File: src/rtl/vector_dependency_check_if.sv
// Allocator-side bundle for the vector dependency checker: candidate
// instruction fields, issue/done pulses, and per-group conflict/busy status.
interface vector_dependency_check_if #(
  parameter int unsigned W_PORTS_NUM = 4,
  parameter int unsigned VREG_W      = 5
);
  logic                   instr_vld_i;
  logic [VREG_W-1:0]      vs1_i;
  logic [VREG_W-1:0]      vs2_i;
  logic [VREG_W-1:0]      vd_i;
  logic                   vs1_used_i;
  logic                   vs2_used_i;
  logic                   vd_src_i;
  logic                   vd_write_i;
  logic [1:0]             lmul_i;
  logic [W_PORTS_NUM-1:0] start_i;
  logic [W_PORTS_NUM-1:0] port_done_i;
  logic [W_PORTS_NUM-1:0] dependancy_issue_o;
  logic [W_PORTS_NUM-1:0] busy_o;
  logic                   all_idle_o;

  modport master (
    output instr_vld_i, vs1_i, vs2_i, vd_i, vs1_used_i, vs2_used_i, vd_src_i,
    output vd_write_i, lmul_i, start_i, port_done_i,
    input  dependancy_issue_o, busy_o, all_idle_o
  );

  modport slave (
    input  instr_vld_i, vs1_i, vs2_i, vd_i, vs1_used_i, vs2_used_i, vd_src_i,
    input  vd_write_i, lmul_i, start_i, port_done_i,
    output dependancy_issue_o, busy_o, all_idle_o
  );
endinterface

File: src/rtl/vector_dependency_check.sv
// Tracks the destination register group of each in-flight write-port group and
// flags RAW/WAW overlaps of the candidate instruction against them.
module vector_dependency_check #(
  parameter int unsigned W_PORTS_NUM = 4,
  parameter int unsigned VREG_W      = 5
) (
  input logic                      clk,
  input logic                      rstn,
  vector_dependency_check_if.slave bus
);

  typedef logic [VREG_W:0] rng_t;

  logic                   valid_q [W_PORTS_NUM];
  logic                   valid_d [W_PORTS_NUM];
  logic [VREG_W-1:0]      base_q  [W_PORTS_NUM];
  logic [VREG_W-1:0]      base_d  [W_PORTS_NUM];
  logic [1:0]             size_q  [W_PORTS_NUM];
  logic [1:0]             size_d  [W_PORTS_NUM];
  logic [W_PORTS_NUM-1:0] raw;
  logic [W_PORTS_NUM-1:0] waw;
  logic [W_PORTS_NUM-1:0] busy;

  // One extra bit keeps v31 with a large group from wrapping back onto v0.
  function automatic rng_t range_hi(input logic [VREG_W-1:0] b, input logic [1:0] s);
    rng_t span;
    span = rng_t'(1) << s;
    return {1'b0, b} + span - rng_t'(1);
  endfunction

  function automatic logic overlap(input logic [VREG_W-1:0] base_a, input logic [1:0] size_a,
                                   input logic [VREG_W-1:0] base_b, input logic [1:0] size_b);
    return ({1'b0, base_a} <= range_hi(base_b, size_b)) &&
           ({1'b0, base_b} <= range_hi(base_a, size_a));
  endfunction

  // A start with a valid candidate overrides a coincident done on the same group.
  always_comb begin
    for (int i = 0; i < W_PORTS_NUM; i++) begin
      valid_d[i] = valid_q[i];
      base_d[i]  = base_q[i];
      size_d[i]  = size_q[i];
      if (bus.start_i[i] && bus.instr_vld_i) begin
        valid_d[i] = bus.vd_write_i;
        if (bus.vd_write_i) begin
          base_d[i] = bus.vd_i;
          size_d[i] = bus.lmul_i;
        end
      end else if (bus.port_done_i[i]) begin
        valid_d[i] = 1'b0;
      end
    end
  end

  always_ff @(posedge clk) begin
    if (!rstn) begin
      for (int i = 0; i < W_PORTS_NUM; i++) begin
        valid_q[i] <= 1'b0;
        base_q[i]  <= '0;
        size_q[i]  <= '0;
      end
    end else begin
      for (int i = 0; i < W_PORTS_NUM; i++) begin
        valid_q[i] <= valid_d[i];
        base_q[i]  <= base_d[i];
        size_q[i]  <= size_d[i];
      end
    end
  end

  always_comb begin
    raw  = '0;
    waw  = '0;
    busy = '0;
    for (int i = 0; i < W_PORTS_NUM; i++) begin
      busy[i] = valid_q[i];
      raw[i]  = valid_q[i] &&
                ((bus.vs1_used_i && overlap(base_q[i], size_q[i], bus.vs1_i, bus.lmul_i)) ||
                 (bus.vs2_used_i && overlap(base_q[i], size_q[i], bus.vs2_i, bus.lmul_i)) ||
                 (bus.vd_src_i   && overlap(base_q[i], size_q[i], bus.vd_i,  bus.lmul_i)));
      waw[i]  = valid_q[i] && bus.vd_write_i &&
                overlap(base_q[i], size_q[i], bus.vd_i, bus.lmul_i);
    end
  end

  assign bus.dependancy_issue_o = bus.instr_vld_i ? (raw | waw) : '0;
  assign bus.busy_o             = busy;
  assign bus.all_idle_o         = (busy == '0);

endmodule

File: src/flat_wrapper.sv
// flat-port wrapper written by rule: the top's interface ports become plain ports
module vector_dependency_check_flat 
#(
  parameter int unsigned W_PORTS_NUM = 4,
  parameter int unsigned VREG_W      = 5
)
  (clk, rstn, bus_instr_vld_i, bus_vs1_i, bus_vs2_i, bus_vd_i, bus_vs1_used_i, bus_vs2_used_i, bus_vd_src_i, bus_vd_write_i, bus_lmul_i, bus_start_i, bus_port_done_i, bus_dependancy_issue_o, bus_busy_o, bus_all_idle_o);
  vector_dependency_check_if #(.W_PORTS_NUM(W_PORTS_NUM), .VREG_W(VREG_W)) bus_i ();
  input logic clk;
  input logic rstn;
  input wire logic [$bits(bus_i.instr_vld_i)-1:0] bus_instr_vld_i;
  input wire logic [$bits(bus_i.vs1_i)-1:0] bus_vs1_i;
  input wire logic [$bits(bus_i.vs2_i)-1:0] bus_vs2_i;
  input wire logic [$bits(bus_i.vd_i)-1:0] bus_vd_i;
  input wire logic [$bits(bus_i.vs1_used_i)-1:0] bus_vs1_used_i;
  input wire logic [$bits(bus_i.vs2_used_i)-1:0] bus_vs2_used_i;
  input wire logic [$bits(bus_i.vd_src_i)-1:0] bus_vd_src_i;
  input wire logic [$bits(bus_i.vd_write_i)-1:0] bus_vd_write_i;
  input wire logic [$bits(bus_i.lmul_i)-1:0] bus_lmul_i;
  input wire logic [$bits(bus_i.start_i)-1:0] bus_start_i;
  input wire logic [$bits(bus_i.port_done_i)-1:0] bus_port_done_i;
  output wire logic [$bits(bus_i.dependancy_issue_o)-1:0] bus_dependancy_issue_o;
  output wire logic [$bits(bus_i.busy_o)-1:0] bus_busy_o;
  output wire logic [$bits(bus_i.all_idle_o)-1:0] bus_all_idle_o;
  assign bus_i.instr_vld_i = bus_instr_vld_i;
  assign bus_i.vs1_i = bus_vs1_i;
  assign bus_i.vs2_i = bus_vs2_i;
  assign bus_i.vd_i = bus_vd_i;
  assign bus_i.vs1_used_i = bus_vs1_used_i;
  assign bus_i.vs2_used_i = bus_vs2_used_i;
  assign bus_i.vd_src_i = bus_vd_src_i;
  assign bus_i.vd_write_i = bus_vd_write_i;
  assign bus_i.lmul_i = bus_lmul_i;
  assign bus_i.start_i = bus_start_i;
  assign bus_i.port_done_i = bus_port_done_i;
  assign bus_dependancy_issue_o = bus_i.dependancy_issue_o;
  assign bus_busy_o = bus_i.busy_o;
  assign bus_all_idle_o = bus_i.all_idle_o;
  vector_dependency_check #(.W_PORTS_NUM(W_PORTS_NUM), .VREG_W(VREG_W)) u_core (.clk(clk), .rstn(rstn), .bus(bus_i));
endmodule
File: config.mk
export PLATFORM = sky130hd
export DESIGN_NAME = vector_dependency_check_flat
export DESIGN_NICKNAME = d
export VERILOG_FILES = /design/src/rtl/vector_dependency_check_if.sv /design/src/rtl/vector_dependency_check.sv /design/src/flat_wrapper.sv
export SDC_FILE = /design/constraint.sdc
export NUM_CORES = 1
export LEC_CHECK = 0
export ABC_AREA = 1
export BUFFER_PORTS_ARGS = -buffer_cell sky130_fd_sc_hd__buf_2
export CAP_MARGIN = 15
export CORE_MARGIN = 2
export CORE_UTILIZATION = 64
export DETAILED_ROUTE_END_ITERATION = 6
export HOLD_SLACK_MARGIN = 0.1
export PLACE_DENSITY = 0.84
export SKIP_CTS_REPAIR_TIMING = 1
export SYNTH_ARGS = -nofsm -noshare
export SYNTH_HDL_FRONTEND = slang
export SYNTH_SLANG_ARGS = --single-unit
export TNS_END_PERCENT = 100
File: constraint.sdc
create_clock -name clk -period 7.3 [get_ports clk]
set_clock_uncertainty 0.1 [all_clocks]
set_input_delay 1.095 -clock clk [delete_from_list [all_inputs] [get_ports clk]]
set_output_delay 1.095 -clock clk [all_outputs]
set_load 0.02 [all_outputs]
; Word-level counts from Yosys, hierarchy flattened
; Memories as Yosys holds them, arrays and structs flattened.
; Cells that the tools add are included.
; Widths: inputs -> output; s select.
[totals]
input_bits = 32
elab_cells = 147
ramBits = 32
n_memories = 3
output_inout_bits = 9
register_bits = 0
[memory_table]
columns = memory, words, width, rd, rd_ports_with_merged_regs, write_ports, line_no
row1 = u_core.base_q, 4, 5, 4, 0, 4, vector_dependency_check.sv:16  ; logic [VREG_W-1:0] base_q [W_PORTS_NUM];
row2 = u_core.size_q, 4, 2, 4, 0, 4, vector_dependency_check.sv:18  ; logic [1:0] size_q [W_PORTS_NUM];
row3 = u_core.valid_q, 4, 1, 4, 0, 4, vector_dependency_check.sv:14  ; logic valid_q [W_PORTS_NUM];
[op_classes]
n_addsub = 14
bitwise = 13
order_cmp = 24
n_shift = 5
reduce_logical = 49
muxes = 39
[ops]
columns = op, n
row1 = $le 5x6->1, 24
row2 = $mux 5, 12
row3 = $add 5x6->6, 7
row4 = $sub 6x1->6 const B, 7
row5 = $logic_and 1x1->1, 40
row6 = $shl 1x2->6 const A, 5
row7 = $mux 2, 12
row8 = $mux 1, 14
row9 = $or 1x1->1, 12
row10 = $logic_or 1x1->1, 8
row11 = $logic_not 4->1, 1
row12 = $mux 4, 1
row13 = $or 4x4->4, 1

; Logic depth before layout (Yosys ltp)
; Gate-level depths: netlist of run 1.
[depth]
word_depth = 11
depth_mapped = 19
mapped_depth_nobuf = 19

; Least setup slack after synthesis of run 1
; Ideal clock, no wire load.
[synth_path]
kind = in2out
start = input port bus_lmul_i[1]
end = output port bus_dependancy_issue_o[1]
required_ps = 6105
n_path_buf = 0
slack_ps = 2681
t_arrival_ps = 3424
path_stages = 19
path_cell_list = inv_1 nand2_1 ha_1 inv_1 ha_1 fa_1 xnor2_1 ha_1 nand2_1 inv_1 nand2_1 nand2_1 nand2_1 nand2_1 a21oi_1 nand2_1 nand3_1 nand2_1 inv_1
[synth_between]
elab_chain_cells = 11
elab_cells_between_ends = 22
classes_between = add/sub: 6 / order compare: 3 / shift: 1 / mux: 1 / bitwise: 1 / reduce/logical: 10
[synth_lines]
columns = item, line_no
row1 = "start, declared", flat_wrapper.sv:19  ; input wire logic [$bits(bus_i.lmul_i)-1:0] bus_lmul_i;
row2 = $shl 1x2->6 (*), vector_dependency_check.sv:27  ; span = rng_t'(1) << s;
row3 = $add 5x6->6, vector_dependency_check.sv:28  ; return {1'b0, b} + span - rng_t'(1);
row4 = $sub 6x1->6, vector_dependency_check.sv:28
row5 = $le 5x6->1, vector_dependency_check.sv:33  ; return ({1'b0, base_a} <= range_hi(base_b, size_b)) &&
row6 = $logic_and 1x1->1, vector_dependency_check.sv:33
row7 = $logic_and 1x1->1 (on tied branches), "vector_dependency_check.sv:78, vector_dependency_check.sv:79"
row8 = $logic_or 1x1->1, vector_dependency_check.sv:78  ; ((bus.vs1_used_i && overlap(base_q[i], size_q[i], bus.vs1_i, bus.lmul_i)) ||
row9 = $logic_or 1x1->1, vector_dependency_check.sv:79  ; (bus.vs2_used_i && overlap(base_q[i], size_q[i], bus.vs2_i, bus.lmul_i)) ||
row10 = $logic_and 1x1->1, vector_dependency_check.sv:77  ; raw[i] = valid_q[i] &&
row11 = $or 4x4->4 (*), vector_dependency_check.sv:86  ; assign bus.dependancy_issue_o = bus.instr_vld_i ? (raw | waw) : '0;
row12 = $mux 4 (*), vector_dependency_check.sv:86
row13 = "end, declared", flat_wrapper.sv:22  ; output wire logic [$bits(bus_i.dependancy_issue_o)-1:0] bus_dependancy_issue_o;
; Mark *: on every way between the ends. The rest lies on a longest branch, timed or not.

; Worst setup path in the final report of run 1
[layout_path]
start = input port bus_lmul_i[1]
end = output port bus_dependancy_issue_o[3]
; The elaborated chain is that of the path after synthesis.

==> summary.md, run 1 <==
Max-cap violations in this run came to 0. The synthesized netlist occupies a cell area of 5707 sq um. The class of the worst hold path is flop to flop. The synthesis-stage register bit count came out at 32. The tools report the number of pins with negative max-slew slack in the final report as 0.

The worst setup path is of the primary input to output pin kind. The initial standard-cell utilization of the core was 65.76%. Setup violations remaining at the end of the flow were counted as 0. The tools report the number of levels the H-tree was split into as 2. In this run the power density over the cells is 175.5 nW/um^2.

The biggest fanout along the worst timing path works out to 7. The top cell type by total area after synthesis was ha_1. The net count reported at finish is 1136, and the number of vias in the routed layout is 6004. The leakage power figure was 3.741 nW; the die width was 98.43 um. The worst setup path is captured at an output pin.

The worst supply voltage drop on vdd is 0.09112 mV. After synthesis, the mean cell area works out to 6.183 sq um. The worst path uses 70.25% of the clock period. Row generation in the floorplan step produced 34 rows.

The synthesized netlist cell count came out at 923. After detailed routing, the number of vias per cell comes to 5.611. The post-route netlist has 6.445% of its cells at a drive strength greater than 1.

The run gives 0 ps as the total negative slack for setup checks. 0 antenna diodes ended up in the layout. The final estimated routing congestion in global placement is 1.004.

The library cell used as clock root buffer was clkbuf_8. The share of the Yosys chip area taken by registers is 11.23%. The routed wire length was 16130 um.

The tree built by TritonCTS fans out to 32 sinks. After detailed routing, the number of remaining DRC violations is 0. Setup repair after global routing left no endpoint under its margin. Category of the worst setup path launch point: a primary input. The longest clock path from root to sink contains 2 buffers. The logs give 26400 um for the global-route wire length before repair and 33.99% for the overall track demand over capacity in global routing. The tools report the number of global-route vias before repair as 5347.

Die height: 98.43 um. The number of failing hold endpoints at the final stage was 0; the minimum clock period was 5128 ps. The logs give 0 for the number of antenna violations at the first check in global routing and 5 for the iteration count of the initial detailed-routing pass. The tools report the largest net degree at the start of global routing as 30. The number of CTS-inserted buffers was 5; the area inside the core boundary was 8678 sq um.

The logs give 13260 um for the estimated wirelength of the detail-placed design and 23 for the post-synthesis cell type count. For the clock latency of the later-clocked register in the worst-skew pair, the log shows 290 ps. The number of ports placed on the die boundary was 41; the count of nets left with antenna violations after detail routing was 0. Dividing the detail-routed wire length by the instance count gives 15.07 um.

Compared with the post-synthesis result, the final layout area differs by 7.147%. The floorplan step defined a die boundary enclosing 9688 sq um. The finished layout cell area is 6115 sq um. After synthesis, the cell types taking the most area are ha_1 30%, nand2_1 16%, inv_1 13%, nand3_1 12%, dfxtp_1 11%.

The count of buffers added on input and output ports is 40. The achievable clock frequency was 0.1950 GHz; the global-route congestion overflow total was 0. After detailed placement, the total cell area comes to 6003 sq um. Clock-pin slew was measured on the worst setup and hold paths at 70 ps. The portion of synthesized cell area occupied by the leading cell type works out to 29.82%. TritonCTS built the clock tree. The tightest slew margin relative to the limit is 53.49%, and the transition time at the pin with the least slew margin is 695.8 ps. The number of nets handed over by synthesis was 1098. The number of DRC markers in iteration 0 was 466; the synthesis warning total was 0. For the worst setup path, the data required time is 6110 ps. The arrival time of data at the critical path endpoint was 3930 ps. The flow ran to the end, and the final reports show no timing, DRC or antenna violations.
==> through the flow <==
stage / setup WS, ps / power [W] / cells / hold WS [ps] / utilization [%]
after floorplan: 2681 / 0.0007223 / 923 / 376.0 / -
after global placement: 2233 / 0.0008701 / 1062 / 386.5 / 69.18
after detailed placement: 2182 / 0.0008846 / 1062 / 389.9 / 69.18
after CTS: 2168 / 0.001062 / 1070 / 400.2 / 70.46
after global routing: 1879 / 0.001193 / 1070 / 430.9 / 70.46
final: 2172 / 0.001073 / 1070 / 396.8 / 70.46
==> Yosys cell counts, drive strengths merged <==
cell type,count
a21oi,70
buf,4
clkbuf,5
dfxtp,32
fa,7
ha,136
inv,202
nand2,245
nand3,138
nand3b,5
nand4,1
nor2,28
nor3b,1
nor4,1
o21a,2
o21ai,37
o21bai,7
xnor2,2
==> state kept, by name, summed over array words and instances, names as in the netlist <==
| signal | cells |
|---|---|
| u_core.size_q | 8 |
| u_core.valid_q | 4 |
| u_core.base_q | 20 |
==> layout by cell type, fill, tap and decap left out, types with 3 or more instances in the layout <==
cell / instances
nand2_1: 239
nand2_2: 6
o21bai_1: 7
inv_1: 198
nor2_1: 28
nand3_1: 135
nand3b_1: 5
inv_2: 4
ha_1: 136
o21ai_0: 35
buf_2: 40
dfxtp_1: 32
nand3_2: 3
clkbuf_8: 5
a21oi_1: 69
fa_1: 7
==> power by group <==
part	switching, W	leakage [nW]	total (W)	internal (W)
combinational	0.000438	3.42	0.000697	0.000258
sequential	0.0000113	0.262	0.000195	0.000183
clock	0.0000805	0.0541	0.000182	0.000101
==> cell families after synthesis <==
logic type,Yosys count,synth area share (%)
buffers and inverters,211,13.97
AOI/OAI and AO/OA,116,10.63
DFF,32,11.23
xor gates and xnor gates,2,0.3070
adders and majority gates,143,32.27
and+or+nand+nor,419,31.59
==> final cells by class <==
| type | count | area [sq um] |
|---|---|---|
| tap | 108 | 135.1 |
| timing repair buffer | 40 | 200.2 |
| fill | 829 | 2564 |
| clock inverter | 3 | 42.54 |
| inverter | 202 | 758.2 |
| clock buffer | 5 | 68.82 |
| sequential | 32 | 640.6 |
| multi-input combinational | 680 | 4269 |
==> final timing paths <==
check                                           from                   endpoint  slack [ps]  cells after the start
worst min-delay path            u_core.valid_q[0][2]       u_core.valid_q[0][2]         400                      2
worst max-delay path                   bus_lmul_i[1]  bus_dependancy_issue_o[3]        2170                     21
worst max register to register   u_core.base_q[0][4]        u_core.base_q[0][4]        6280                      2
worst min register to register  u_core.valid_q[0][2]       u_core.valid_q[0][2]         400                      2
==> critical path: stages <==
cell and delay [ps]:
buf_2 150, inv_1 80, nand2_1 90, ha_1 280, inv_1 40, ha_1 220
fa_1 420, xnor2_1 380, ha_1 320, nand2_1 70, inv_1 50, nand2_1 60
nand2_1 40, nand2_1 60, nand2_1 50, a21oi_1 130, nand2_1 60, nand3_1 100
nand2_1 60, inv_1 40, buf_2 150
==> per-layer routing <==
layer,routed length (um),global-route usage (%),vias to the layer above
met1,7121,48.21,2683
li1,-,-,3056
met4,602,10.43,0
met5,0,0,-
met3,1429,3.262,40
met2,6973,54.79,225
Power figures use the tool's default switching activity.
==> run 2: changes to the inputs <==
- CORE_UTILIZATION: 64 -> 63
- PLACE_DENSITY: 0.84 -> 0.83
- clock period: 7.3 -> 5 ns (I/O delays scaled with it)
==> run 2 against run 1 <==
Net effect:
- the flow now finishes with violations (design-rule violations)
- hold slack gained 8.1 ps
- critical path type unchanged
- final area is essentially flat
- sequential power is 47% higher
- critical endpoint unchanged
- total power up 40%
- critical path depth decreased by 2
- global-route usage decreased by 0.13 points
==> summary.md, run 2 (synthesis results as in run 1) <==
In the final layout, the registers with the most flip-flops are u_core.base_q (20), u_core.size_q (8), u_core.valid_q (4). The count of nets left with antenna violations after detail routing is 0 (unchanged), and the count of placed standard cells in the final layout, fillers left out is 1073 (+0.28%). For the total number of placement rows, the log shows 34 (unchanged). The leakage power figure was 3.749 nW (+0.22%); the fraction of final layout cells sized beyond drive strength 1 was 6.736% (+0.29 points). The final reports fail on design-rule violations. Area inside the core boundary: 8763 sq um (+0.98%). The layout-stage area growth over the synthesis result is 7.126% (about the same).

Die height: 99.18 um (+0.76%). Origin of the worst setup path: bus_lmul_i[1]. The clock latency of the later-clocked register in the worst-skew pair was 280 ps (about the same); the number of DRC markers in iteration 0 was 468 (+0.43%). The logs give 3690 ps (-240 ps) for the arrival time of data at the critical path endpoint and 9836 sq um (+1.5%) for the area of the die.

The logs give 32 (unchanged) for the TritonCTS sink count and 13540 um (+2.1%) for the estimated wirelength of the detail-placed design. The run gives 1 (+1) as the remaining routing DRC violations. The largest individual stage delay along the critical path comes from the cell xnor2_1. The tools report the number of failing hold endpoints at the final stage as 0 (unchanged). Category of the worst setup path launch point: a primary input. The cell depth of the worst flop-to-flop path is 2 (unchanged). The flow ran to the end, but the final reports show violations. The class of the worst hold path is flop to flop. Number of CTS-inserted buffers: 5 (unchanged). The biggest fanout along the worst timing path is 7 (unchanged), and the number of pins with negative max-slew slack in the final report is 0 (unchanged). The number of global-route vias before repair was 5640 (+5.5%); the achievable clock frequency was 0.2203 GHz.

The capturing instance or port of the critical path is bus_dependancy_issue_o[3]. The routed wire length is 16250 um (+0.78%), and the final cycle utilization of the critical path is 90.80%. The number of diodes was 0 (unchanged); the average wire length per cell after detail routing was 15.14 um (+0.49%). The number of antenna violations at the first check in global routing is 0 (unchanged), and the longest individual stage delay on the worst path is 430 ps (about the same). The tightest slew margin relative to the limit is 59.87% (+6.4 points). The number of vias in the routed layout is 5986 (-0.30%). The largest net degree at the start of global routing is 30 (unchanged).

The area of placed instances came out at 6026 sq um (+0.38%). The cell count after placement was 1065 (+0.28%); the flip-flop count of the largest register after layout was 20 (unchanged). The worst setup path is captured at an output pin.

The global-route congestion overflow total is 0 (unchanged), and the detailed-route vias per instance is 5.579 (-0.58%). The logs give 4150 ps (-1960 ps) for the data required time of the critical path and 41 (unchanged) for the number of ports placed on the die boundary. The critical path is of the primary input to output pin type. The worst supply voltage drop on vdd was 0.1832 mV (+100%); the iteration count of the initial detailed-routing pass was 7 (+2). For the post-route total power, the log shows 0.001507 W (+40%). u_core.base_q holds more flip-flops than any other register. The library cells used most frequently in the layout, excluding fill and tap cells, are 239 x nand2_1, 198 x inv_1, 136 x ha_1. The net count reported at finish is 1139 (+0.26%), and the die width is 99.18 um (+0.76%). The tools report the finished layout cell area as 6113 sq um (about the same). The deepest clock path buffer count is 2 (unchanged).

Setup repair after global routing left no endpoint under its margin. The worst register-to-register path begins at u_core.base_q[2][4]. The tools report the number of levels the H-tree was split into as 2 (unchanged). The initial standard-cell utilization of the core was 65.12% (-0.64 points); the global-route wire length before repair was 26660 um (+0.99%). The final estimated routing congestion in global placement came out at 1.066 (+6.2%).

Commonest non-fill, non-tap cell in the layout: nand2_1. The number of maximum-capacitance violations is 0 (unchanged), and the register clock-pin slew on the reported worst setup and hold paths is 70 ps (about the same). The register-to-register setup slack came out at 3960 ps (-2320 ps). The transition time at the pin with the least slew margin was 600.3 ps (-95.50 ps); the minimum clock period was 4540 ps.

The tools report the end-of-flow core utilization as 69.76% (-0.70 points). Cell type with the highest occurrence count on the critical path: nand2_1. TritonCTS built the clock tree.

The overall track demand over capacity in global routing is 33.86% (-0.13 points). The number of buffers inserted by port buffering is 40 (unchanged). The critical path goes through buf_2 > inv_1 > nand2_1 > ha_1 > inv_1 > ha_1 > fa_1 > xnor2_1 > ha_1 > a21oi_1 > nand2_1 > nand2_1 > nand2_1 > a21oi_1 > nand2_1 > nand3_1 > nand2_1 > inv_1 > buf_2.

The reg-to-reg endpoint was u_core.base_q[2][4]. The run gives 0 (unchanged) as the total of endpoints with negative setup slack in the final report. The power per standard cell area is 246.5 nW/um^2 (+40%), and the total negative slack for setup checks is 0 ps (unchanged).

CTS placed an instance of clkbuf_8 at the clock tree root.
==> run 2: cell types whose count changed in the layout (fill, tap and decap cells not counted), sizes merged <==
cell,before,now
buf,40,43
bufinv,1,0
clkinv,1,3
clkinvlp,1,0
==> run 2: worst max-delay path: cells and delay by family <==
family | cells | cell delay (ps)
AOI/OAI and AO/OA | 2 | 300
adders and majority gates | 4 | 1280
buffers and inverters | 5 | 470
and+or+nand+nor | 7 | 470
xor gates and xnor gates | 1 | 430
==> run 2: final cells by class <==
cell class	count	area [sq um]
Multi-Input combinational cell	680	4269
Tap cell	108	135.1
Timing Repair Buffer	43	222.7
Clock inverter	3	18.77
Inverter	202	758.2
Clock buffer	5	68.82
Sequential cell	32	640.6
Fill cell	787	2650
==> run 2: metal layers <==
metal	wire, um	GRT usage [%]
met5	0	0
met4	744	14.33
met3	1399	6.044
met2	7164	55.87
met1	6942	43.53
==> run 2: per-stage QoR <==
step / worst slack, ps / hold slack [ps]
finish: 459.9 / 404.9
global route: 206.9 / 442.2
CTS: 508.3 / 400.3
detailed placement: 534.1 / 389.9
global placement: 610.6 / 386.0
floorplan: 1071 / 376.0
==> run 2: worst min-delay path by stage <==
stage	from	endpoint	slack, ps	depth (start not counted)
floorplan	u_core.size_q[0][3]	u_core.size_q[0][3]	380	2
global placement	u_core.valid_q[0][0]	u_core.valid_q[0][0]	390	2
detailed placement	u_core.valid_q[0][0]	u_core.valid_q[0][0]	390	2
CTS	u_core.valid_q[0][0]	u_core.valid_q[0][0]	400	2
global route	u_core.size_q[0][4]	u_core.size_q[0][4]	440	2
finish	u_core.valid_q[0][0]	u_core.valid_q[0][0]	400	2
==> run 2: power breakdown <==
group          internal (W)  switching [W]  total, W  leakage [nW]
registers          0.000268      0.0000184  0.000286         0.262
clock network     0.0000969       0.000101  0.000198        0.0479
logic              0.000379       0.000643   0.00102          3.44
